File: config.mk
export PLATFORM = sky130hd
export DESIGN_NAME = pb_multi_event_counter
export DESIGN_NICKNAME = d
export VERILOG_FILES = /design/src/rtl/pb_event_pkg.sv /design/src/rtl/pb_event_channel.sv /design/src/rtl/pb_multi_event_counter.sv
export SDC_FILE = /design/constraint.sdc
export NUM_CORES = 1
export LEC_CHECK = 0
export BUFFER_PORTS_ARGS = -buffer_cell sky130_fd_sc_hd__buf_2
export CORE_MARGIN = 5
export CORE_UTILIZATION = 40
export DETAILED_ROUTE_END_ITERATION = 8
export SLEW_MARGIN = 20
export SYNTH_ARGS = -nofsm -noshare
export SYNTH_HDL_FRONTEND = slang
export SYNTH_SLANG_ARGS = --single-unit
File: constraint.sdc
create_clock -name clock -period 4.75 [get_ports clock]
set_input_delay 0.475 -clock clock [delete_from_list [all_inputs] [get_ports clock]]
set_output_delay 0.475 -clock clock [all_outputs]
set_load 0.05 [all_outputs]
File: src/rtl/pb_event_pkg.sv
// Shared types and helpers for the multi-channel pushbutton event block.
package pb_event_pkg;

  // Debounce state of one button channel.
  typedef enum logic [1:0] {
    IDLE_LOW  = 2'd0,
    WAIT_HIGH = 2'd1,
    HELD_HIGH = 2'd2,
    WAIT_LOW  = 2'd3
  } pb_state_e;

  // Bits needed for a counter that must be able to hold max_val.
  function automatic int cnt_width(input int max_val);
    return $clog2(max_val) + 32'sd1;
  endfunction

endpackage

File: src/rtl/pb_event_channel.sv
// One button channel: synchroniser, debounce FSM, long-press/auto-repeat
// timing and the per-channel event counter. All outputs are registered.
module pb_event_channel
  import pb_event_pkg::*;
#(
  parameter int DEBOUNCE_CYCLES = 5000000,
  parameter int HOLD_CYCLES     = 100000000,
  parameter int REPEAT_CYCLES   = 25000000,
  parameter int COUNT_W         = 8,
  parameter bit SATURATE        = 1'b0
) (
  input  logic               clock,
  input  logic               reset,
  input  logic               pb_raw,
  input  logic               clear,
  output logic               pb_level,
  output logic               press_pulse,
  output logic               release_pulse,
  output logic               long_pulse,
  output logic               repeat_pulse,
  output logic [COUNT_W-1:0] count
);

  localparam int DW = cnt_width(DEBOUNCE_CYCLES);
  localparam int HW = cnt_width(HOLD_CYCLES);
  localparam int RW = cnt_width((REPEAT_CYCLES > 0) ? REPEAT_CYCLES : 1);

  localparam logic [DW-1:0]      DEB_MAX   = DW'(DEBOUNCE_CYCLES);
  localparam logic [DW-1:0]      DEB_ONE   = DW'(32'd1);
  localparam logic [HW-1:0]      HOLD_MAX  = HW'(HOLD_CYCLES);
  localparam logic [HW-1:0]      HOLD_LAST = HW'(HOLD_CYCLES - 1);
  localparam logic [HW-1:0]      HOLD_ONE  = HW'(32'd1);
  localparam logic [RW-1:0]      REP_LAST  = RW'((REPEAT_CYCLES > 0) ? (REPEAT_CYCLES - 1) : 0);
  localparam logic [RW-1:0]      REP_ONE   = RW'(32'd1);
  localparam logic [COUNT_W-1:0] CNT_MAX   = {COUNT_W{1'b1}};
  localparam logic [COUNT_W-1:0] CNT_ONE   = COUNT_W'(32'd1);

  logic           sync1_r, sync2_r;
  pb_state_e      state_r, state_nxt_s;
  logic [DW-1:0]  stab_r, stab_nxt_s;
  logic [HW-1:0]  hold_r, hold_nxt_s;
  logic [RW-1:0]  rep_r, rep_nxt_s;
  logic           level_r, level_nxt_s;
  logic           press_r, press_nxt_s;
  logic           release_r, release_nxt_s;
  logic           long_r, long_nxt_s;
  logic           repeat_r, repeat_nxt_s;
  logic [COUNT_W-1:0] count_r;

  // Two-flop synchroniser for the asynchronous button input.
  always_ff @(posedge clock or negedge reset) begin
    if (!reset) begin
      sync1_r <= 1'b0;
      sync2_r <= 1'b0;
    end else begin
      sync1_r <= pb_raw;
      sync2_r <= sync1_r;
    end
  end

  // Next-state, stability/hold counters and pulse decode for the debounce FSM.
  always_comb begin
    state_nxt_s   = state_r;
    stab_nxt_s    = stab_r;
    hold_nxt_s    = hold_r;
    rep_nxt_s     = rep_r;
    level_nxt_s   = level_r;
    press_nxt_s   = 1'b0;
    release_nxt_s = 1'b0;
    long_nxt_s    = 1'b0;
    repeat_nxt_s  = 1'b0;
    case (state_r)
      IDLE_LOW: begin
        if (sync2_r) begin
          state_nxt_s = WAIT_HIGH;
          stab_nxt_s  = DEB_ONE;
        end else begin
          stab_nxt_s  = '0;
        end
      end
      WAIT_HIGH: begin
        if (!sync2_r) begin
          state_nxt_s = IDLE_LOW;
          stab_nxt_s  = '0;
        end else if (stab_r == DEB_MAX) begin
          state_nxt_s = HELD_HIGH;
          stab_nxt_s  = '0;
          level_nxt_s = 1'b1;
          press_nxt_s = 1'b1;
          hold_nxt_s  = '0;
          rep_nxt_s   = '0;
        end else begin
          stab_nxt_s  = stab_r + DEB_ONE;
        end
      end
      HELD_HIGH: begin
        if (!sync2_r) begin
          // Hold timing freezes while the release is being qualified.
          state_nxt_s = WAIT_LOW;
          stab_nxt_s  = DEB_ONE;
        end else if (hold_r != HOLD_MAX) begin
          stab_nxt_s  = '0;
          hold_nxt_s  = hold_r + HOLD_ONE;
          long_nxt_s  = (hold_r == HOLD_LAST);
        end else if (REPEAT_CYCLES > 0) begin
          stab_nxt_s  = '0;
          if (rep_r == REP_LAST) begin
            rep_nxt_s    = '0;
            repeat_nxt_s = 1'b1;
          end else begin
            rep_nxt_s    = rep_r + REP_ONE;
          end
        end else begin
          // Repeat disabled: hold counter parks at its maximum.
          stab_nxt_s  = '0;
        end
      end
      WAIT_LOW: begin
        if (sync2_r) begin
          state_nxt_s   = HELD_HIGH;
          stab_nxt_s    = '0;
        end else if (stab_r == DEB_MAX) begin
          state_nxt_s   = IDLE_LOW;
          stab_nxt_s    = '0;
          level_nxt_s   = 1'b0;
          release_nxt_s = 1'b1;
          hold_nxt_s    = '0;
          rep_nxt_s     = '0;
        end else begin
          stab_nxt_s    = stab_r + DEB_ONE;
        end
      end
      default: begin
        state_nxt_s = IDLE_LOW;
        stab_nxt_s  = '0;
        hold_nxt_s  = '0;
        rep_nxt_s   = '0;
        level_nxt_s = 1'b0;
      end
    endcase
  end

  // FSM state, counters and registered outputs.
  always_ff @(posedge clock or negedge reset) begin
    if (!reset) begin
      state_r   <= IDLE_LOW;
      stab_r    <= '0;
      hold_r    <= '0;
      rep_r     <= '0;
      level_r   <= 1'b0;
      press_r   <= 1'b0;
      release_r <= 1'b0;
      long_r    <= 1'b0;
      repeat_r  <= 1'b0;
    end else begin
      state_r   <= state_nxt_s;
      stab_r    <= stab_nxt_s;
      hold_r    <= hold_nxt_s;
      rep_r     <= rep_nxt_s;
      level_r   <= level_nxt_s;
      press_r   <= press_nxt_s;
      release_r <= release_nxt_s;
      long_r    <= long_nxt_s;
      repeat_r  <= repeat_nxt_s;
    end
  end

  // Event counter: clear wins over a press/repeat pulse; wrap or saturate at the top.
  always_ff @(posedge clock or negedge reset) begin
    if (!reset) begin
      count_r <= '0;
    end else if (clear) begin
      count_r <= '0;
    end else if (press_r || repeat_r) begin
      if (count_r == CNT_MAX) begin
        count_r <= SATURATE ? CNT_MAX : '0;
      end else begin
        count_r <= count_r + CNT_ONE;
      end
    end else begin
      count_r <= count_r;
    end
  end

  assign pb_level      = level_r;
  assign press_pulse   = press_r;
  assign release_pulse = release_r;
  assign long_pulse    = long_r;
  assign repeat_pulse  = repeat_r;
  assign count         = count_r;

endmodule

File: src/rtl/pb_multi_event_counter.sv
// Multi-channel pushbutton event counter: NUM_CH independent channels,
// counts packed into one flat bus for the display driver.
module pb_multi_event_counter
  import pb_event_pkg::*;
#(
  parameter int NUM_CH          = 3,
  parameter int DEBOUNCE_CYCLES = 5000000,
  parameter int HOLD_CYCLES     = 100000000,
  parameter int REPEAT_CYCLES   = 25000000,
  parameter int COUNT_W         = 8,
  parameter bit SATURATE        = 1'b0
) (
  input  logic                      clock,
  input  logic                      reset,
  input  logic [NUM_CH-1:0]         pb_raw,
  input  logic [NUM_CH-1:0]         clear,
  output logic [NUM_CH-1:0]         pb_level,
  output logic [NUM_CH-1:0]         press_pulse,
  output logic [NUM_CH-1:0]         release_pulse,
  output logic [NUM_CH-1:0]         long_pulse,
  output logic [NUM_CH-1:0]         repeat_pulse,
  output logic [NUM_CH*COUNT_W-1:0] counts
);

  for (genvar i = 0; i < NUM_CH; i++) begin : g_ch
    pb_event_channel #(
      .DEBOUNCE_CYCLES (DEBOUNCE_CYCLES),
      .HOLD_CYCLES     (HOLD_CYCLES),
      .REPEAT_CYCLES   (REPEAT_CYCLES),
      .COUNT_W         (COUNT_W),
      .SATURATE        (SATURATE)
    ) u_ch (
      .clock         (clock),
      .reset         (reset),
      .pb_raw        (pb_raw[i]),
      .clear         (clear[i]),
      .pb_level      (pb_level[i]),
      .press_pulse   (press_pulse[i]),
      .release_pulse (release_pulse[i]),
      .long_pulse    (long_pulse[i]),
      .repeat_pulse  (repeat_pulse[i]),
      .count         (counts[i*COUNT_W +: COUNT_W])
    );
  end

endmodule

==> metrics.txt, run 1 <==
outcome finished, final reports clean; first-pass GRT wire length roughly 60000 µm; layer with the highest usage met2; Sink Count 285; Hold Fails Final Rpt 0; minimum clock period 3.10 ns; Synth Register Bits about 290; Worst-Margin Slew 1.02 ns; GRT Total Usage 0.167; Post-Synthesis Net Count 1726; final antenna-violating net count 0; antenna violations before repair 0; Setup CP Type reg -> reg; EDFF count, synth 0; # IOs 47; Setup crit start kind register; Die X 205 µm; mean post-synth cell area 8.97 µm²; final global-route overflow total 0; Max Root-Sink Buffers 3; Top FF cell, synth dfrtp_1; final worst path period share 0.652; largest net degree at the start of global routing roughly 110; top cell type's share of synthesized area 0.468; cts bufs inserted 36; Root Buffer clkbuf_16; diode count 0; R2R setup slack 1.65 ns; row cnt 71; Synth area leader dfrtp_1; Iter 0 DRT Violations 839; CP Data Required Time 5.15 ns; vias 12.6k; Worst setup EP type register; Min-Delay Path Class in -> async; M2 GR Usage 0.270; final setup vio count 0; Setup TNS 0 ns; Post-Syn Instances 1700; drt wl/cell between 15 and 20 µm; top cells by area, synth dfrtp_1, nor2_1, o21ai_0, nand2_1, xor2_1; post_cts resized 0; asr flop ratio synth 1.00; Reg-to-Reg End g_ch[0].u_ch.rep_r[23]; Slew HR 0.315; Max rail drop VDD 242 µV; Post-Route WL ~35000 µm; leak pwr 7.00 nW; Clk Latency, worst-skew pair ~0.54 ns; max-slew violation count 0; Max Fclk 0.323 GHz; chip height 205 µm; met1 Use GR 0.228; GPL Wtd Cong 0.806; DPL Wire Length between 20000 and 25000 µm; Area Growth Syn to Fin 11.4%; critical path data arrival time around 3.5 ns; CTS clk-pin slew, worst paths 0.06 ns; DR pass1 iterations 5; # hold bufs at CTS 0; vias per std cell 5.59; I/O Buffers 46; final net count 1744; worst r2r src g_ch[0].u_ch.rep_r[0]; R2R cell count 6; maxcap violations 0; vias in the first global route 12.3k; Remaining DRCs 0; TritonCTS clock tree built; Syn Std Cell Area roughly 15000 µm²; post-CTS setup buffers 0; worst clock skew 0.0177 ns; Starting Density 0.405; RSZ-0062 raised after global routing false; PwrDens slightly above 300 nW/µm²; number of warnings issued by yosys 0; met3 usage 0.0268; H-tree depth 2; CP max FO 21; CORE AREA 37700 µm²; total power 0.00517 W; Netlist cell types 68; sequential area share after synthesis 0.468; share of layout cells above drive strength 1 0.0787; die area 42100 µm²
## metrics by stage
stage | hold WS, ns | util | setup WS, ns | cell area [µm²] | std cells
after floorplan | 0.179 | - | 2.33 | 15200 | 1700
after global placement | 0.337 | 0.421 | 1.79 | 15800 | 2191
after detailed placement | 0.335 | 0.421 | 1.67 | 15800 | 2191
after CTS | 0.0123 | 0.451 | 1.64 | 17000 | 2252
after global routing | 0.0175 | 0.451 | 1.33 | 17000 | 2252
final | 0.00970 | 0.451 | 1.65 | 17000 | 2252
## synth_stat cells (all sizes together), types with 27 or more instances
| library cell | count |
|---|---|
| o21ai | 141 |
| xnor2 | 55 |
| nand2 | 148 |
| xor2 | 60 |
| a21oi | 56 |
| inv | 39 |
| nand3 | 104 |
| and3 | 45 |
| buf | 27 |
| dfrtp | 285 |
| nand4 | 64 |
| o31ai | 60 |
| nor2 | 222 |
| clkbuf | 52 |
| nor3 | 60 |
## worst max path at each step
stage,from,end,slack [ns],cells after the start
4_1_cts,g_ch[2].u_ch.stab_r[0],g_ch[2].u_ch.rep_r[13],1.64,8
5_1_grt,g_ch[2].u_ch.stab_r[0],g_ch[2].u_ch.rep_r[13],1.33,8
3_3_place_gp,g_ch[0].u_ch.hold_r[7],g_ch[0].u_ch.rep_r[23],1.79,6
3_5_place_dp,g_ch[2].u_ch.stab_r[0],g_ch[2].u_ch.rep_r[13],1.67,8
6_report,g_ch[0].u_ch.rep_r[0],g_ch[0].u_ch.rep_r[23],1.65,6
2_1_floorplan,g_ch[1].u_ch.hold_r[0],g_ch[1].u_ch.hold_r[22],2.33,9
## report_power, final
group	total, W	leakage, nW	switching, W	internal, W
clock	0.00262	0.556	0.00103	0.00159
combinational	0.000102	2.49	0.0000811	0.0000204
sequential	0.00245	3.95	0.0000109	0.00244
## cells by family (layout without fill, tap and decap cells)
group | Yosys count | after routing | share of synthesized area
and+or+nand+nor | 823 | 823 | 0.278
AOI/OAI and AO/OA | 336 | 336 | 0.134
DFF | 285 | 285 | 0.468
buffers and inverters | 118 | 159 | 0.0350
xor gates and xnor gates | 115 | 115 | 0.0661
adders and majority gates | 18 | 18 | 0.0148
muxes | 5 | 5 | 0.00337
## worst max-delay path, stage by stage (launching register included)
cell and delay, ns:
dfrtp_1 0.40, ha_1 0.24, nand4_1 0.20, nor3_1 0.13, a31oi_1 0.76, nand2_1 0.70, o41ai_1 0.53
## area by class of cell
type | count | area [µm²]
flip-flops and latches | 285 | 7130
clock buffers | 53 | 1060
multi-input cells | 1297 | 7590
well taps | 511 | 639
inverters | 39 | 146
clock inverters | 8 | 78.8
fillers | 3710 | 20700
repair buffers | 59 | 338
## cell usage in the layout, fill, tap and decap left out, drive strengths merged, types with 4 or more instances in the layout
master,synthesis,layout
or3,17,17
o22ai,6,6
and3b,4,4
nor2,222,222
nor4bb,9,9
nand2b,13,13
buf,27,59
or4b,5,5
nand4,64,64
or4,10,10
a31oi,22,22
nor3,60,60
nor4,24,24
mux2i,4,4
xor2,60,60
ha,18,18
o21a,5,5
and2,17,17
inv,39,41
o41ai,9,9
or2,11,11
a41oi,6,6
clkinv,0,4
nand3,104,104
nand4b,9,9
dfrtp,285,285
a22o,10,10
nand2,148,148
clkbuf,52,53
nor2b,23,23
nor4b,12,12
a21oi,56,56
o31ai,60,60
nor3b,4,4
and4,12,12
xnor2,55,55
o21ai,141,141
and3,45,45
nand3b,6,6
## registers in the layout (all words and copies together) (netlist names), named ones only
name	cells
g_ch.u_ch.state_r	3
g_ch.u_ch.sync1_r	3
g_ch.u_ch.pb_level	3
g_ch.u_ch.rep_r	78
g_ch.u_ch.stab_r	72
g_ch.u_ch.long_pulse	3
g_ch.u_ch.sync2_r	3
g_ch.u_ch.press_pulse	3
g_ch.u_ch.hold_r	84
g_ch.u_ch.count	24
g_ch.u_ch.release_pulse	3
g_ch.u_ch.repeat_pulse	3
## layer usage
metal / up-vias / share of wire
li1: 6165 / -
met1: 6156 / 0.48
met2: 212 / 0.46
met3: 56 / 0.036
met4: 0 / 0.019
met5: - / 0
No activity file was read; power rests on OpenSTA's default activity.
==> inputs of run 2 (changes only) <==
Settings changed: ABC_AREA set to 1.
Clock period 4.75 ns to 3.16 ns, I/O delays scaled along.
==> metrics.txt, run 2 <==
Sink Count 285 (unchanged); minimum clock period 2.32 ns (-0.779 ns); worst r2r src g_ch[1].u_ch.hold_r[0]; Iter 0 DRT Violations 1188 (+42%); vias in the first global route 16.1k (+30%); top cell type's share of synthesized area 0.392 (-0.0759); Hold EP g_ch[2].u_ch.count[1]; post-CTS setup buffers 0 (unchanged); antenna violations before repair 0 (unchanged); Reg-to-Reg End g_ch[1].u_ch.hold_r[17]; critical-path cell with the highest stage delay nand2_1; Max Fclk 0.431 GHz (+34%); GPL Wtd Cong 0.903 (+12%); asr flop ratio synth 1.00 (unchanged); # IOs 47 (unchanged); row cnt 78 (+9.9%); I/O Buffers 46 (unchanged); fill cell count 4664 (+26%); Biggest register g_ch.u_ch.hold_r; Worst setup EP type register; total power 0.00807 W (+56%); Die X 223 µm (+8.8%); final std cells w/o fill 3355 (+49%); Post-Synthesis Net Count 2719 (+58%); CTS clk-pin slew, worst paths 0.06 ns (about the same); # hold bufs at CTS 4 (+4); worst clock skew 0.0166 ns (-0.00109 ns); sequential area share after synthesis 0.392 (-0.0759); EDFF count, synth 0 (unchanged); Synth Register Bits 285 (unchanged); Synth area leader dfrtp_1; vias per std cell 5.07 (-9.4%); final worst path period share 0.734 (+0.0816); Max rail drop VDD 338 µV (+40%); crit path cell chain inv_1, ha_1, inv_1, nor3_1, nand4_1, nor2_2, nand2_1, nand2_1, o21ai_0; number of cells on the worst hold path 4; synth cell count leaders nand2_1, nor2_1, dfrtp_1, inv_1, nand3_1; Starting Density 0.403 (-0.00202); most frequent cells in the layout nand2_1, nor2_1, dfrtp_1; XOR/XNOR share of the synthesized area 0.0400 (-0.0261); Max Root-Sink Buffers 3 (unchanged); final setup vio count 0 (unchanged); number of warnings issued by yosys 0 (unchanged); TritonCTS clock tree built; simple-gate share of the synthesized area 0.406 (+0.128); final global-route overflow total 0 (unchanged); Setup TNS 0 ns (unchanged); CP Data Required Time 3.53 ns (-1.62 ns); Post-Route WL 45400 µm (+31%); RSZ-0062 raised after global routing false; maxcap violations 0 (unchanged); Syn Std Cell Area 18200 µm² (+19%); R2R cell count 9 (+3); final net count 2757 (+58%); hold path startpoint clear[2]; Netlist cell types 45 (-34%); GRT Total Usage 0.183 (+0.0161); most frequent cell after synthesis nand2_1; DPL Wire Length 33300 µm (+44%); drt wl/cell 13.5 µm (-12%); Min-Delay Path Class in -> reg; H-tree depth 2 (unchanged); share of layout cells above drive strength 1 0.0740 (-0.00464); Largest regs g_ch.u_ch.hold_r (84), g_ch.u_ch.rep_r (78), g_ch.u_ch.stab_r (72); Post-Syn Instances 2693 (+58%); Slew HR 0.438 (+0.123); PwrDens 400 nW/µm² (+31%); Area Growth Syn to Fin 10.9%; Hold Fails Final Rpt 0 (unchanged); mean post-synth cell area 6.76 µm² (-25%); Synth Area in Adders 0.0124 (-0.00240); first-pass GRT wire length 78600 µm (+31%); die area 49800 µm² (+18%); cts bufs inserted 37 (+2.8%); mux cell area share after synthesis 0 (-0.00337); chip height 223 µm (+8.8%); Top FF cell, synth dfrtp_1; most common cell after layout, fill and taps aside nand2_1; Worst-Margin Slew 0.844 ns (-0.179 ns); final antenna-violating net count 0 (unchanged); R2R setup slack 0.84 ns (-0.81 ns); Clk Latency, worst-skew pair 0.54 ns (about the same); vias 17.0k (+35%); outcome finished, final reports clean; top cells by area, synth dfrtp_1, nand2_1, nor2_1, nand3_1, inv_1; largest net degree at the start of global routing 103 (-8.0%); CP max FO 20 (-4.8%); DR pass1 iterations 6 (+1); max-slew violation count 0 (unchanged); max incr delay on CP 0.53 ns (-0.23 ns); post_cts resized 0 (unchanged); number of flip-flops under the largest register name 84 (unchanged); Root Buffer clkbuf_16; dpl cells 3288 (+50%); post-synthesis compound-gate area fraction 0.0658 (-0.0687); Setup CP Type reg -> reg; diode count 0 (unchanged); CORE AREA 45200 µm² (+20%); Setup crit start kind register; largest family of logic cells by synthesized area simple AND/OR/NAND/NOR gates; leak pwr 8.43 nW (+20%); Remaining DRCs 0 (unchanged); critical path data arrival time 2.69 ns (-0.81 ns)
-- run 2: cell types whose count changed in the layout (fill, tap and decap cells not counted), moves of 44 or more --
cell / before / now
inv_1: 39 / 280
nand2_1: 148 / 801
nand3_1: 104 / 220
nor2_1: 221 / 449
nor3_1: 58 / 104
o31ai_1: 58 / 0
xnor2_1: 55 / 11
-- run 2: area by class of cell --
| type | instances | area [µm²] | area share |
|---|---|---|---|
| sequential | 285 | 7130 | 0.353 |
| clock inverter | 16 | 201 | 0.00998 |
| inverter | 292 | 1100 | 0.0543 |
| timing repair buffer | 69 | 448 | 0.0222 |
| tap | 600 | 751 | 0.0372 |
| multi-input combinational | 2046 | 9550 | 0.473 |
| clock buffer | 47 | 1000 | 0.0497 |
-- run 2: layer usage --
| layer | global-route usage | up-vias | wire (µm) |
|---|---|---|---|
| li1 | - | 8690 | - |
| met1 | 0.261 | 7931 | 21800 |
| met2 | 0.296 | 321 | 20700 |
| met3 | 0.0225 | 58 | 1970 |
| met4 | 0.0466 | 0 | 903 |
| met5 | 0 | - | 0 |
-- run 2: power breakdown --
| group | switching, W | internal [W] |
|---|---|---|
| registers | 0.0000134 | 0.00367 |
| clock network | 0.00162 | 0.00257 |
| logic | 0.000153 | 0.0000464 |
-- run 2: cells by family after synthesis --
logic type | after synthesis
adders and majority gates | 18
xor gates and xnor gates | 83
buffers and inverters | 362
and+or+nand+nor | 1736
AOI/OAI and AO/OA | 209
DFF | 285
-- run 2: per-stage QoR --
stage,hold WS [ns],setup WS [ns],area (µm²),utilization
after floorplan,0.0204,1.42,18200,-
after global placement,0.332,0.944,18900,0.419
after detailed placement,0.336,0.868,18900,0.419
after CTS,0.0576,0.872,20200,0.447
after global routing,0.116,0.548,20200,0.447
final,0.0985,0.842,20200,0.447
-- run 2: worst max-delay path: cells and delay by family (launching register included) --
family                     cells  cell delay, ns
and+or+nand+nor                5            1.25
DFF                            1            0.41
AOI/OAI and AO/OA              1            0.20
buffers and inverters          2            0.15
adders and majority gates      1            0.15
-- run 2: how the worst max path moves through the flow --
stage,endpoint,cells after the start,from,slack [ns]
after global placement,g_ch[1].u_ch.rep_r[18],13,g_ch[1].u_ch.hold_r[0],0.94
final,g_ch[1].u_ch.hold_r[17],9,g_ch[1].u_ch.hold_r[0],0.84
after floorplan,g_ch[1].u_ch.count[7],8,g_ch[1].u_ch.count[0],1.42
after global routing,g_ch[1].u_ch.hold_r[18],9,g_ch[1].u_ch.hold_r[0],0.55
after CTS,g_ch[1].u_ch.hold_r[17],9,g_ch[1].u_ch.hold_r[1],0.87
after detailed placement,g_ch[1].u_ch.hold_r[17],9,g_ch[1].u_ch.hold_r[0],0.87
